File: src/rtl/sub72_seq_pkg.sv
// Shared constants and FSM encoding for the sequential 72-bit subtractor.
// Holds the default operand/slice widths, the derived slice count and the
// slice index width, and the IDLE/RUN/DONE state type used by sub72_seq.
package sub72_seq_pkg;

    localparam int WIDTH  = 72;
    localparam int CHUNK  = 24;
    localparam int NCHUNK = WIDTH / CHUNK;
    // One-slice configurations still need a 1-bit index register.
    localparam int IDX_W  = (NCHUNK > 1) ? $clog2(NCHUNK) : 1;

    typedef enum logic [1:0] {
        S_IDLE = 2'd0,
        S_RUN  = 2'd1,
        S_DONE = 2'd2
    } state_t;

endpackage

File: src/rtl/sub72_seq_if.sv
// Operand/result handshake bundle for sub72_seq.
// slave : subtractor side (consumes operands, produces d/bout/ovf).
// master: producer/consumer side (drives operands and out_ready).
interface sub72_seq_if #(
    parameter int WIDTH = sub72_seq_pkg::WIDTH
);
    logic             in_valid;
    logic             in_ready;
    logic [WIDTH:1]   a;
    logic [WIDTH:1]   b;
    logic             bin;
    logic             out_valid;
    logic             out_ready;
    logic [WIDTH:1]   d;
    logic             bout;
    logic             ovf;

    modport slave (
        input  in_valid, a, b, bin, out_ready,
        output in_ready, out_valid, d, bout, ovf
    );

    modport master (
        output in_valid, a, b, bin, out_ready,
        input  in_ready, out_valid, d, bout, ovf
    );
endinterface

File: src/rtl/sub72_seq_sub_chunk.sv
// Combinational CHUNK-bit subtract with borrow: diff = x - y - bi.
// Ports: i_x, i_y (slice operands), i_bi (borrow in);
//        o_diff (slice difference), o_bo (borrow out, 1 iff x < y + bi).
module sub72_seq_sub_chunk #(
    parameter int CHUNK = sub72_seq_pkg::CHUNK
) (
    input  logic [CHUNK-1:0] i_x,
    input  logic [CHUNK-1:0] i_y,
    input  logic             i_bi,
    output logic [CHUNK-1:0] o_diff,
    output logic             o_bo
);
    logic [CHUNK:0] w_full;

    // One extra bit of headroom: the top bit goes to 1 exactly when the
    // slice result is negative, which is the borrow out.
    assign w_full = {1'b0, i_x} - {1'b0, i_y} - {{CHUNK{1'b0}}, i_bi};
    assign o_diff = w_full[CHUNK-1:0];
    assign o_bo   = w_full[CHUNK];
endmodule

File: src/rtl/sub72_seq.sv
// Multi-cycle WIDTH-bit subtractor d = a - b - bin, one CHUNK slice per cycle.
// Ports: clk, rst (sync, active-high); bus (slave modport) carries the
//        in_valid/in_ready operand handshake and out_valid/out_ready result.
// Latency: accept -> out_valid after WIDTH/CHUNK RUN cycles; no overlap.
module sub72_seq #(
    parameter int WIDTH = sub72_seq_pkg::WIDTH,
    parameter int CHUNK = sub72_seq_pkg::CHUNK
) (
    input  logic         clk,
    input  logic         rst,
    sub72_seq_if.slave   bus
);
    import sub72_seq_pkg::*;

    localparam int NCHUNK = WIDTH / CHUNK;
    localparam int IDX_W  = (NCHUNK > 1) ? $clog2(NCHUNK) : 1;
    localparam logic [IDX_W-1:0] LAST_IDX = IDX_W'(NCHUNK - 1);

    if (WIDTH % CHUNK != 0) begin : g_bad_width
        $fatal(1, "sub72_seq: WIDTH must be an integer multiple of CHUNK");
    end

    state_t             r_state;
    state_t             w_state_nxt;
    logic               w_in_ready;
    logic               w_out_valid;

    logic [WIDTH:1]     r_a;
    logic [WIDTH:1]     r_b;
    logic [WIDTH:1]     r_d;
    logic               r_borrow;
    logic [IDX_W-1:0]   r_idx;
    logic               r_bout;
    logic               r_ovf;

    logic [CHUNK-1:0]   w_x;
    logic [CHUNK-1:0]   w_y;
    logic [CHUNK-1:0]   w_diff;
    logic               w_bo;
    logic               w_last;

    // Current slice of each operand; the single slice subtractor is
    // time-shared across all slices.
    assign w_x    = r_a[int'(r_idx) * CHUNK + 1 +: CHUNK];
    assign w_y    = r_b[int'(r_idx) * CHUNK + 1 +: CHUNK];
    assign w_last = (r_idx == LAST_IDX);

    sub72_seq_sub_chunk #(.CHUNK(CHUNK)) u_sub_chunk (
        .i_x    (w_x),
        .i_y    (w_y),
        .i_bi   (r_borrow),
        .o_diff (w_diff),
        .o_bo   (w_bo)
    );

    always_ff @(posedge clk) begin
        if (rst) begin
            r_state <= S_IDLE;
        end else begin
            r_state <= w_state_nxt;
        end
    end

    always_comb begin
        w_state_nxt = r_state;
        w_in_ready  = 1'b0;
        w_out_valid = 1'b0;
        case (r_state)
            S_IDLE: begin
                w_in_ready = 1'b1;
                if (bus.in_valid) begin
                    w_state_nxt = S_RUN;
                end
            end
            S_RUN: begin
                if (w_last) begin
                    w_state_nxt = S_DONE;
                end
            end
            S_DONE: begin
                w_out_valid = 1'b1;
                if (bus.out_ready) begin
                    w_state_nxt = S_IDLE;
                end
            end
            default: begin
                w_state_nxt = S_IDLE;
            end
        endcase
    end

    always_ff @(posedge clk) begin
        if (rst) begin
            r_a      <= '0;
            r_b      <= '0;
            r_d      <= '0;
            r_borrow <= 1'b0;
            r_idx    <= '0;
            r_bout   <= 1'b0;
            r_ovf    <= 1'b0;
        end else begin
            case (r_state)
                S_IDLE: begin
                    if (bus.in_valid) begin
                        r_a      <= bus.a;
                        r_b      <= bus.b;
                        r_borrow <= bus.bin;
                        r_idx    <= '0;
                    end
                end
                S_RUN: begin
                    r_d[int'(r_idx) * CHUNK + 1 +: CHUNK] <= w_diff;
                    r_borrow <= w_bo;
                    r_idx    <= r_idx + 1'b1;
                    if (w_last) begin
                        // w_diff holds the top slice here, so its MSB is d's sign.
                        r_bout <= w_bo;
                        r_ovf  <= (r_a[WIDTH] != r_b[WIDTH]) &&
                                  (w_diff[CHUNK-1] != r_a[WIDTH]);
                    end
                end
                default: begin
                end
            endcase
        end
    end

    assign bus.in_ready  = w_in_ready;
    assign bus.out_valid = w_out_valid;
    assign bus.d         = r_d;
    assign bus.bout      = r_bout;
    assign bus.ovf       = r_ovf;
endmodule

File: src/flat_wrapper.sv
// flat-port wrapper written by rule: the top's interface ports become plain ports
module sub72_seq_flat import sub72_seq_pkg::*;
#(
    parameter int WIDTH = sub72_seq_pkg::WIDTH,
    parameter int CHUNK = sub72_seq_pkg::CHUNK
)
  (clk, rst, bus_in_valid, bus_a, bus_b, bus_bin, bus_out_ready, bus_in_ready, bus_out_valid, bus_d, bus_bout, bus_ovf);
  sub72_seq_if #(.WIDTH(WIDTH)) bus_i ();
  input  logic clk;
  input  logic rst;
  input wire logic [$bits(bus_i.in_valid)-1:0] bus_in_valid;
  input wire logic [$bits(bus_i.a)-1:0] bus_a;
  input wire logic [$bits(bus_i.b)-1:0] bus_b;
  input wire logic [$bits(bus_i.bin)-1:0] bus_bin;
  input wire logic [$bits(bus_i.out_ready)-1:0] bus_out_ready;
  output wire logic [$bits(bus_i.in_ready)-1:0] bus_in_ready;
  output wire logic [$bits(bus_i.out_valid)-1:0] bus_out_valid;
  output wire logic [$bits(bus_i.d)-1:0] bus_d;
  output wire logic [$bits(bus_i.bout)-1:0] bus_bout;
  output wire logic [$bits(bus_i.ovf)-1:0] bus_ovf;
  assign bus_i.in_valid = bus_in_valid;
  assign bus_i.a = bus_a;
  assign bus_i.b = bus_b;
  assign bus_i.bin = bus_bin;
  assign bus_i.out_ready = bus_out_ready;
  assign bus_in_ready = bus_i.in_ready;
  assign bus_out_valid = bus_i.out_valid;
  assign bus_d = bus_i.d;
  assign bus_bout = bus_i.bout;
  assign bus_ovf = bus_i.ovf;
  sub72_seq #(.WIDTH(WIDTH), .CHUNK(CHUNK)) u_core (.clk(clk), .rst(rst), .bus(bus_i));
endmodule
File: config.mk
export PLATFORM = sky130hd
export DESIGN_NAME = sub72_seq_flat
export DESIGN_NICKNAME = d
export VERILOG_FILES = /design/src/rtl/sub72_seq_pkg.sv /design/src/rtl/sub72_seq_if.sv /design/src/rtl/sub72_seq_sub_chunk.sv /design/src/rtl/sub72_seq.sv /design/src/flat_wrapper.sv
export SDC_FILE = /design/constraint.sdc
export NUM_CORES = 1
export LEC_CHECK = 0
export ABC_CLOCK_PERIOD_IN_PS = 5750
export CORE_ASPECT_RATIO = 0.9
export CORE_UTILIZATION = 27
export CTS_CLUSTER_DIAMETER = 80
export DETAILED_ROUTE_END_ITERATION = 10
export GPL_TIMING_DRIVEN = 0
export HOLD_SLACK_MARGIN = 0.05
export PLACE_DENSITY = 0.54
export SYNTH_ARGS = -nofsm -noshare
export SYNTH_HDL_FRONTEND = slang
export SYNTH_HIERARCHICAL = 1
export SYNTH_SLANG_ARGS = --single-unit
File: constraint.sdc
create_clock -name clk -period 5.75 [get_ports clk]
set_input_delay 1.15 -clock clk [delete_from_list [all_inputs] [get_ports clk]]
set_output_delay 1.15 -clock clk [all_outputs]
set_load 0.02 [all_outputs]
# Yosys cells after proc, flatten, opt, wreduce, memory -nomap -nowiden
# Index checks and enable logic that the tools add are counted.
# word_totals
register_bits,223
in_bits,149
out_inout_bits,76
word_cells,44
# op_classes
add_sub_neg,5
multipliers,1
n_eq_ne,8
n_shift,4
n_mux,11
reduce_logical,7
# op_table
operator,n
$shiftx A73 B32 Y24,2
$shift A24 B33 Y73 const A,1
$shiftx A24 B33 Y73,1
$bwmux W72,1
$neg A32 Y33,1
$add A32 B2 Y32 const B,1
$sub A24 B24 Y25,1
$sub A25 B1 Y25,1
$mux W2,4
$pmux W2 S3,1
$reduce_and A2 Y1,3
$eq A2 B2 Y1 const B,2
$mul A2 B2 Y4 const B,1
$ne A2 B2 Y1 const B,2
$pmux W2 S2,1
$mux W1,3
$reduce_and A3 Y1,1
$add A2 B1 Y2 const B,1
$eq A2 B1 Y1 const B,1
$logic_not A2 Y1,1
$ne A1 B1 Y1,2
$ne A2 B1 Y1 const B,1
$pmux W1 S2,1
$reduce_bool A2 Y1,1
$logic_and A1 B1 Y1,1

# Logic depth before layout (Yosys ltp)
# Gate-level depths: netlist (run 1).
# depth
ltp_word,7
depth_mapped,20
mapped_depth_nobuf,16

# Hierarchy
# The synthesis (run 1) kept the hierarchy.
# modules_own_cells
mod,instances,cells_per_inst,area_each_um2,seq_area_each_um2
sub72_seq,1,1132,9502.9,4464.3
sub72_seq_sub_chunk,1,275,1904.3,0.0

# Worst setup path before layout (run 1)
# OpenSTA, ideal clock, no wires.
# synth_path
kind,register -> register
from,register u_core.r_idx[0]
to,"register u_core.r_d, in the netlist u_core/bus.d[24]"
setup_ps,117
t_arrival_ps,4133
slack_ps,1500
stages_incl_launch_ff,19
path_buffers,4
synth_period_minus_slack_ps,4250
path_cell_list,dfxtp_1 > buf_2 > buf_4 > buf_4 > buf_4 > mux2i_1 > o21ai_0 > fa_1 > inv_1 > ha_1 > o211a_1 > a211o_2 > o211ai_2 > a31oi_2 > a311oi_2 > xnor2_1 > mux2_2 > a22o_1 > a22o_1
# synth_between
elab_chain_len,7
# synth_lines
item,line,text
from (decl),sub72_seq.sv:32,logic [IDX_W-1:0] r_idx;
from (signal assigned),sub72_seq.sv:114,r_idx <= r_idx + 1'b1;
$mul A2 B2 Y4,sub72_seq.sv:44,assign w_x = r_a[int'(r_idx) * CHUNK + 1 +: CHUNK];
$add A32 B2 Y32,sub72_seq.sv:44,
$shiftx A73 B32 Y24,sub72_seq.sv:44,
net u_core.w_x[0],sub72_seq.sv:36,logic [CHUNK-1:0] w_x;
$sub A24 B24 Y25,sub72_seq_sub_chunk.sv:17,"assign w_full = {1'b0, i_x} - {1'b0, i_y} - {{CHUNK{1'b0}}, i_bi};"
$sub A25 B1 Y25,sub72_seq_sub_chunk.sv:17,
net u_core.w_diff[23],sub72_seq.sv:38,logic [CHUNK-1:0] w_diff;
$shiftx A24 B33 Y73,sub72_seq.sv:112,r_d[int'(r_idx) * CHUNK + 1 +: CHUNK] <= w_diff;
$bwmux W72,sub72_seq.sv:112,
"to (signal, indexed assignment)",sub72_seq.sv:112,
to (decl),sub72_seq.sv:30,logic [WIDTH:1] r_d;
# The timed path passes the listed nets, and every way through them passes these cells.
# A chain may end at the register's enable or synchronous reset.

# Final worst setup path (run 1)
# layout_path
from,register u_core.r_idx[0]
to,"register u_core.r_d, in the netlist u_core/bus.d[30]"
# Same word-level chain as after synthesis.

==> qor.yml, run 1 <==
status: "completed"
hold_start: "u_core/bus.d[16]"
start_kind: "flop"
fin_tns_setup_ns: 0
overflow: 0
arrival_ns: 5.99
dp_hpwl_mm: 32.77
fill_cells: 4398
grt_util_all_layers: 0.1848
critPathMaxFanout: 10
hold_viol: 0
worst_setup_path_end_kind: "flop"
final_area_mm2: 0.01521
synth_top_area_share: 0.3914
syn_to_final_growth_pct: 33.38
start_util: 0.2732
pin_count: 225
die_h_um: 197.0
min_period_over_period: 0.9575
power_leakage_uw: 0.005787
ys_seq_area_frac: 0.3914
yosys.cell_types.count: 70
powerDensity_mw_per_mm2: 342.4
postSynthCellCount: 1407
rows: 71
hold_path_class: "flop to flop"
post_dp_cell_area_mm2: 0.01432
num_vias: 10740
dr.pass1.iters: 5
clock_skew_ns: 0.02310
core_mm2: 0.04175
r2r_setup_slack_ns: 0.24
yosysTopAreaCell: "dfxtp_1"
critPathKind: "flop to flop"
r2r_cells: 18
period_minus_slack_ns: 5.506
fmax_ghz: 0.1816
drive_gt1_frac: 0.08473
setup_violations: 0
synth_seq_cells: 223
relSlewSlack: 0.4030
synth_area_leaders: "dfxtp_1, nand2_1, a21oi_1"
cts-htree-levels: 1
antenna_found_initial: 0
irDropWorstVdd_uv: 206.5
worstMarginPinSlew_ns: 0.8880
wl_per_cell_um: 18.31
cts_max_path_buffers: 3
post_cts_buffers: 0
final_nets: 1859
rr_startpoint: "u_core/r_idx[0]"
r2r-end: "u_core/bus.d[30]"
cp.required_ns: 6.24
multi_input_area_mm2: 0.006111
cts_buffers: 25
die_w_um: 218.7
grt_pass1_vias: 10400
viasPerCell: 4.831
rsz0062_at_grt: "false"
drcViolationCount: 0
diodes: 0
insertion_delay_ns: 0.56
gp_congestion: 0.8969
netlist_area_mm2: 0.01141
maxSlewViolCount: 0
syn_nets: 1609
synth-edff-count: 0
grt_max_degree: 14
cts_sinks: 223
async_reset_ff_frac: 0
drt_iter0_markers: 801
drv_cap: 0
wl_mm: 40.71
ctsResizeCount: 0
clock-root-buffer: "clkbuf_16"
ys_warn_count: 6
seq_area_mm2: 0.004464
holdPathStages: 2
ys_dominant_reg_cell: "dfxtp_1"
finalNonFillerCells: 2223
grt_pass1_wl_mm: 60.84
cts-hold-fix-buffers: 0
total_power_uw: 5210
tritoncts: "built"
clk_pin_slew_worst_paths_ns: 0.06
antenna_left: 0
min_to: "u_core/bus.d[16]"
avgSynthCellArea_um2: 8.107
die_area_mm2: 0.04308
place_inst: 2177
port_buffers: 223
per-stage QoR:
step / setup slack (ns) / utilization / hold WS, ns
finish: 0.2443 / 0.3644 / 0.4531
global route: 0.003831 / 0.3644 / 0.4691
CTS: 0.4028 / 0.3644 / 0.4537
detailed placement: 0.4260 / 0.3431 / 0.4456
global placement: 0.4911 / 0.3431 / 0.4414
floorplan: 1.500 / - / 0.4357
power breakdown:
part	internal [uW]	switching (uW)
registers	1640	57.9
clock network	1050	675
logic	693	1090
flip-flops by register name (all words and copies together), names as in the netlist:
| name | flops |
|---|---|
| u_core/r_borrow | 1 |
| u_core/bus.ovf | 1 |
| u_core/r_b | 72 |
| u_core/bus.d | 72 |
| u_core/bus.bout | 1 |
| u_core/r_state | 2 |
| u_core/r_a | 72 |
| u_core/r_idx | 2 |
synthesized netlist by cell type (all sizes together), types with 6 or more instances:
cell type / n
nand2: 371
a22o: 54
a221o: 8
dfxtp: 223
nand3: 19
xnor2: 13
nor2b: 10
clkbuf: 43
xor2: 8
nor3b: 10
mux2: 24
a221oi: 9
buf: 61
inv: 79
o22ai: 16
ha: 51
a31oi: 14
o21ai: 41
nor3: 14
nand4b: 8
nor2: 24
a21oi: 179
mux2i: 49
nand2b: 6
a21o: 11
placed cells by master (no fill, tap or decap), drive strengths merged, types with 5 or more instances in the layout:
| master | count |
|---|---|
| a31oi | 14 |
| mux2i | 49 |
| o211ai | 5 |
| nor2b | 10 |
| nand4b | 8 |
| xor2 | 8 |
| dfxtp | 223 |
| nand3 | 19 |
| a21oi | 179 |
| a221oi | 9 |
| o22ai | 16 |
| mux2 | 24 |
| clkbuf | 79 |
| nor2 | 24 |
| ha | 51 |
| nor3 | 14 |
| nand2b | 6 |
| a211o | 5 |
| a21o | 11 |
| nand2 | 371 |
| a22o | 54 |
| buf | 61 |
| nor3b | 10 |
| inv | 80 |
| o21ai | 41 |
| a221o | 8 |
| xnor2 | 13 |
| clkdlybuf4s50 | 223 |
routing by layer:
layer | wire, um | global-route usage
met1 | 19500 | 0.2594
met2 | 18390 | 0.2979
met3 | 2010 | 0.02531
met4 | 804 | 0.04244
met5 | 0 | 0
critical path: stages, from the launching register on:
cell	delay (ns)
dfxtp_1	0.36
buf_2	0.21
buf_4	0.22
buf_4	0.23
buf_4	0.26
mux2i_1	0.35
o21ai_0	0.20
fa_1	0.59
inv_1	0.05
ha_1	0.20
o211a_1	0.23
a211o_2	0.35
o2111ai_2	0.25
a21o_1	0.23
a21oi_1	0.08
nor4_1	0.68
mux2i_1	0.20
o21ai_0	0.54
a22o_1	0.22
worst max-delay path by stage:
| stage | slack [ns] | to | depth (start not counted) | from |
|---|---|---|---|---|
| finish | 0.24 | u_core/bus.d[30] | 18 | u_core/r_idx[0] |
| global route | 0.004 | u_core/bus.d[30] | 18 | u_core/r_idx[0] |
| CTS | 0.40 | u_core/bus.d[30] | 18 | u_core/r_idx[0] |
| detailed placement | 0.43 | u_core/bus.d[30] | 18 | u_core/r_idx[0] |
| global placement | 0.49 | u_core/bus.d[30] | 18 | u_core/r_idx[0] |
| floorplan | 1.50 | u_core/bus.d[24] | 18 | u_core/r_idx[0] |
final cells by class:
type                            count  share of cell area
Buffer                            104             0.03520
Clock inverter                     10             0.01143
Sequential cell                   223              0.2934
Clock buffer                       36             0.04712
Timing Repair Buffer              223              0.1467
Tap cell                          547             0.04498
Multi-Input combinational cell   1001              0.4016
Inverter                           79             0.01949
logic make-up (layout without fill, tap and decap cells):
family / count (synthesis) / count (layout) / share of synthesized area
adders and majority gates: 53 / 53 / 0.05945
DFF: 223 / 223 / 0.3914
buffers and inverters: 183 / 452 / 0.07294
xor gates and xnor gates: 21 / 21 / 0.01612
AOI/OAI and AO/OA: 365 / 365 / 0.2017
and+or+nand+nor: 489 / 489 / 0.1917
muxes: 73 / 73 / 0.06669
(Power assumes the default switching activity.)
==> run 2, diff against run 1 <==
--- a/config.mk
+++ b/config.mk
@@ -17,3 +17,4 @@
 export SYNTH_HDL_FRONTEND = slang
 export SYNTH_HIERARCHICAL = 1
 export SYNTH_SLANG_ARGS = --single-unit
+export TNS_END_PERCENT = 5
==> results of run 2 <==
Same layout as run 1: the final DEF is identical, and so are final timing and power.
==> run 3, diff against run 2 <==
--- a/config.mk
+++ b/config.mk
@@ -5,16 +5,16 @@
 export SDC_FILE = /design/constraint.sdc
 export NUM_CORES = 1
 export LEC_CHECK = 0
-export ABC_CLOCK_PERIOD_IN_PS = 5750
+export ABC_CLOCK_PERIOD_IN_PS = 6400
 export CORE_ASPECT_RATIO = 0.9
 export CORE_UTILIZATION = 27
 export CTS_CLUSTER_DIAMETER = 80
 export DETAILED_ROUTE_END_ITERATION = 10
 export GPL_TIMING_DRIVEN = 0
 export HOLD_SLACK_MARGIN = 0.05
-export PLACE_DENSITY = 0.54
+export PLACE_DENSITY = 0.53
+export SKIP_CTS_REPAIR_TIMING = 1
 export SYNTH_ARGS = -nofsm -noshare
 export SYNTH_HDL_FRONTEND = slang
-export SYNTH_HIERARCHICAL = 1
 export SYNTH_SLANG_ARGS = --single-unit
 export TNS_END_PERCENT = 5
==> constraint.sdc (replaced) <==
create_clock -name clk -period 6.4 [get_ports clk]
set_input_delay 1.28 -clock clk [delete_from_list [all_inputs] [get_ports clk]]
set_output_delay 1.28 -clock clk [all_outputs]
set_load 0.02 [all_outputs]
==> qor.yml, run 3 <==
status: "completed"
wl_per_cell_um: 22.33  # +22%
hold_start: "u_core.bus.d[43]"
clock_skew_ns: 0.01068  # -0.01242 ns
period_minus_slack_ns: 6.267  # +0.7617 ns
drt_iter0_markers: 1163  # +45%
yosysMostFrequentCell: "nand2_1"
worst_setup_path_end_kind: "flop"
cts_buffers: 26  # +4.0%
avgSynthCellArea_um2: 8.091  # -0.21%
antenna_found_initial: 0  # unchanged
port_buffers: 223  # unchanged
overflow: 0  # unchanged
async_reset_ff_frac: 0  # unchanged
total_power_uw: 5682  # +9.1%
ys_dominant_reg_cell: "dfxtp_1"
insertion_delay_ns: 0.55  # about the same
min_period_over_period: 0.9793  # +0.02177
syn_nets: 1830  # +14%
final_cell_mix: "nand2_1, clkdlybuf4s50_1, dfxtp_1"
r2r_setup_slack_ns: 0.13  # -0.11 ns
start_kind: "flop"
core_mm2: 0.04802  # +15%
fill_cells: 4961  # +13%
yosys.cell_types.count: 81  # +16%
rsz0062_at_grt: "true"
power_leakage_uw: 0.006363  # +9.9%
grt_util_all_layers: 0.2234  # +0.03856
synth_top_area_share: 0.3385  # -0.05284
final_nets: 2098  # +13%
clock-root-buffer: "clkbuf_16"
irDropWorstVdd_uv: 174.6  # -15%
die_h_um: 211.7  # +7.4%
grt_max_degree: 14  # unchanged
synth_area_leaders: "dfxtp_1, nand2_1, a21oi_1"
hold_path_class: "flop to flop"
synth_seq_cells: 223  # unchanged
drive_gt1_frac: 0.1048  # +0.02007
cts-htree-levels: 1  # unchanged
drv_cap: 0  # unchanged
antenna_left: 0  # unchanged
layout_commonest_cell: "nand2_1"
start_util: 0.2746  # +0.001413
rr_startpoint: "u_core.r_idx[0]"
rows: 76  # +7.0%
cp.required_ns: 6.81  # +0.57 ns
die_area_mm2: 0.04973  # +15%
min_to: "u_core.bus.d[43]"
syn_to_final_growth_pct: 32.73
hold_viol: 0  # unchanged
ys_warn_count: 0  # -6
max_stage_delay_ns: 0.69  # about the same
setup_violations: 0  # unchanged
synth-edff-count: 0  # unchanged
cts_max_path_buffers: 3  # unchanged
maxSlewViolCount: 0  # unchanged
critPathMaxFanout: 12  # +2
synthTopCellsByCount: "nand2_1, dfxtp_1, a21oi_1, mux2i_1, clkbuf_1"
critPathSlowestCell: "o21ai_0"
worstMarginPinSlew_ns: 0.9812  # +0.09312 ns
r2r-end: "u_core.r_borrow"
die_w_um: 235.0  # +7.5%
fin_tns_setup_ns: 0  # unchanged
dp_hpwl_mm: 46.28  # +41%
clk_pin_slew_worst_paths_ns: 0.06  # about the same
netlist_area_mm2: 0.01319  # +16%
dr.pass1.iters: 6  # +1
grt_pass1_wl_mm: 83.60  # +37%
grt_pass1_vias: 13230  # +27%
cts_sinks: 223  # unchanged
wl_mm: 56.78  # +39%
gp_congestion: 0.9625  # +7.3%
num_vias: 13300  # +24%
powerDensity_mw_per_mm2: 324.6  # -5.2%
ys_seq_area_frac: 0.3385  # -0.05284
diodes: 0  # unchanged
crit_buf_inv: 11  # +6
holdPathStages: 2  # unchanged
viasPerCell: 5.232  # +8.3%
path_delay_family: "compound AO/OA/AOI/OAI gates"
tritoncts: "built"
critPathKind: "flop to flop"
r2r_cells: 25  # +7
yosysTopAreaCell: "dfxtp_1"
pin_count: 225  # unchanged
arrival_ns: 6.68  # +0.69 ns
relSlewSlack: 0.3459  # -0.05715
drcViolationCount: 0  # unchanged
fmax_ghz: 0.1596  # -12%
postSynthCellCount: 1630  # +16%
[run 3: cell types whose count changed in the layout (fill, tap and decap cells not counted), sizes merged, moves of 23 or more]
cell,before,now
mux2i,49,107
nor2,24,77
clkbuf,79,125
a22o,54,9
a21oi,179,219
mux4,0,40
a22oi,1,26
inv,80,57
[run 3: through the flow]
stage	setup WS, ns	hold WS (ns)	util	instances	area, um2
2_1_floorplan	0.08626	0.4357	-	1630	13190
3_3_place_gp	-2.992	0.4292	0.3374	2477	16200
3_5_place_dp	-2.984	0.4346	0.3377	2478	16210
4_1_cts	-3.020	0.4425	0.3563	2526	17110
5_1_grt	-0.08755	0.4571	0.3645	2542	17500
6_report	0.1326	0.4378	0.3645	2542	17500
[run 3: worst max-delay path by stage]
| stage | startpoint | endpoint | slack [ns] | cells after the start |
|---|---|---|---|---|
| 5_1_grt | u_core.r_idx[0] | u_core.bus.d[53] | -0.09 | 25 |
| 4_1_cts | u_core.r_idx[0] | u_core.bus.d[33] | -3.02 | 25 |
| 3_3_place_gp | u_core.r_idx[0] | u_core.bus.d[65] | -2.99 | 25 |
| 6_report | u_core.r_idx[0] | u_core.r_borrow | 0.13 | 25 |
| 2_1_floorplan | u_core.r_idx[0] | u_core.bus.ovf | 0.09 | 26 |
| 3_5_place_dp | u_core.r_idx[0] | u_core.bus.d[33] | -2.98 | 25 |
[run 3: kinds of logic (layout without fill, tap and decap cells)]
| group | Yosys count | in the layout | synth area share |
|---|---|---|---|
| simple gates | 580 | 580 | 0.1889 |
| buf+inv | 182 | 470 | 0.05417 |
| mux | 155 | 155 | 0.1573 |
| compound gates | 419 | 419 | 0.1963 |
| flops | 223 | 223 | 0.3385 |
| xor+xnor | 20 | 20 | 0.01528 |
| fa+ha+maj | 51 | 51 | 0.04953 |
[run 3: routing by layer]
metal,share of wire,vias to the layer above,track usage
li1,-,6295,-
met1,0.45,6394,0.3045
met2,0.45,509,0.3620
met3,0.072,102,0.03847
met4,0.030,0,0.06216
met5,0,-,0
[run 3: cell type report]
cell class,count,area (um2),area share
multi-input combinational,1225,8182,0.4674
sequential,223,4466,0.2551
timing repair buffer,240,2372,0.1355
tap,624,780.7,0.04460
clock buffer,33,748.2,0.04274
buffer,124,583.1,0.03331
inverter,58,224.0,0.01279
clock inverter,15,148.9,0.008506
[run 3: worst reg2reg max path, cell delays in order (launching register included)]
cell and delay [ns]:
dfxtp_2 0.35, buf_6 0.16, inv_4 0.17, buf_8 0.20, buf_8 0.20, buf_6 0.21
ha_1 0.16, buf_2 0.20, buf_6 0.22, clkinvlp_4 0.17, buf_4 0.24, buf_4 0.23
mux4_2 0.24, nor2_1 0.04, a21oi_1 0.42, ha_1 0.25, inv_1 0.05, ha_1 0.41
a21oi_1 0.10, o21ai_0 0.69, nor4_4 0.11, a211oi_4 0.35, o41ai_2 0.14, o21ai_0 0.24
xor2_1 0.43, a211oi_1 0.14
[run 3: where the power goes]
group          switching [uW]  leakage (uW)  internal [uW]  total, uW
combinational            1630       0.00410            946       2580
clock                     619      0.000445            910       1530
sequential               90.3       0.00182           1480       1570
total                    2340       0.00636           3340       5680
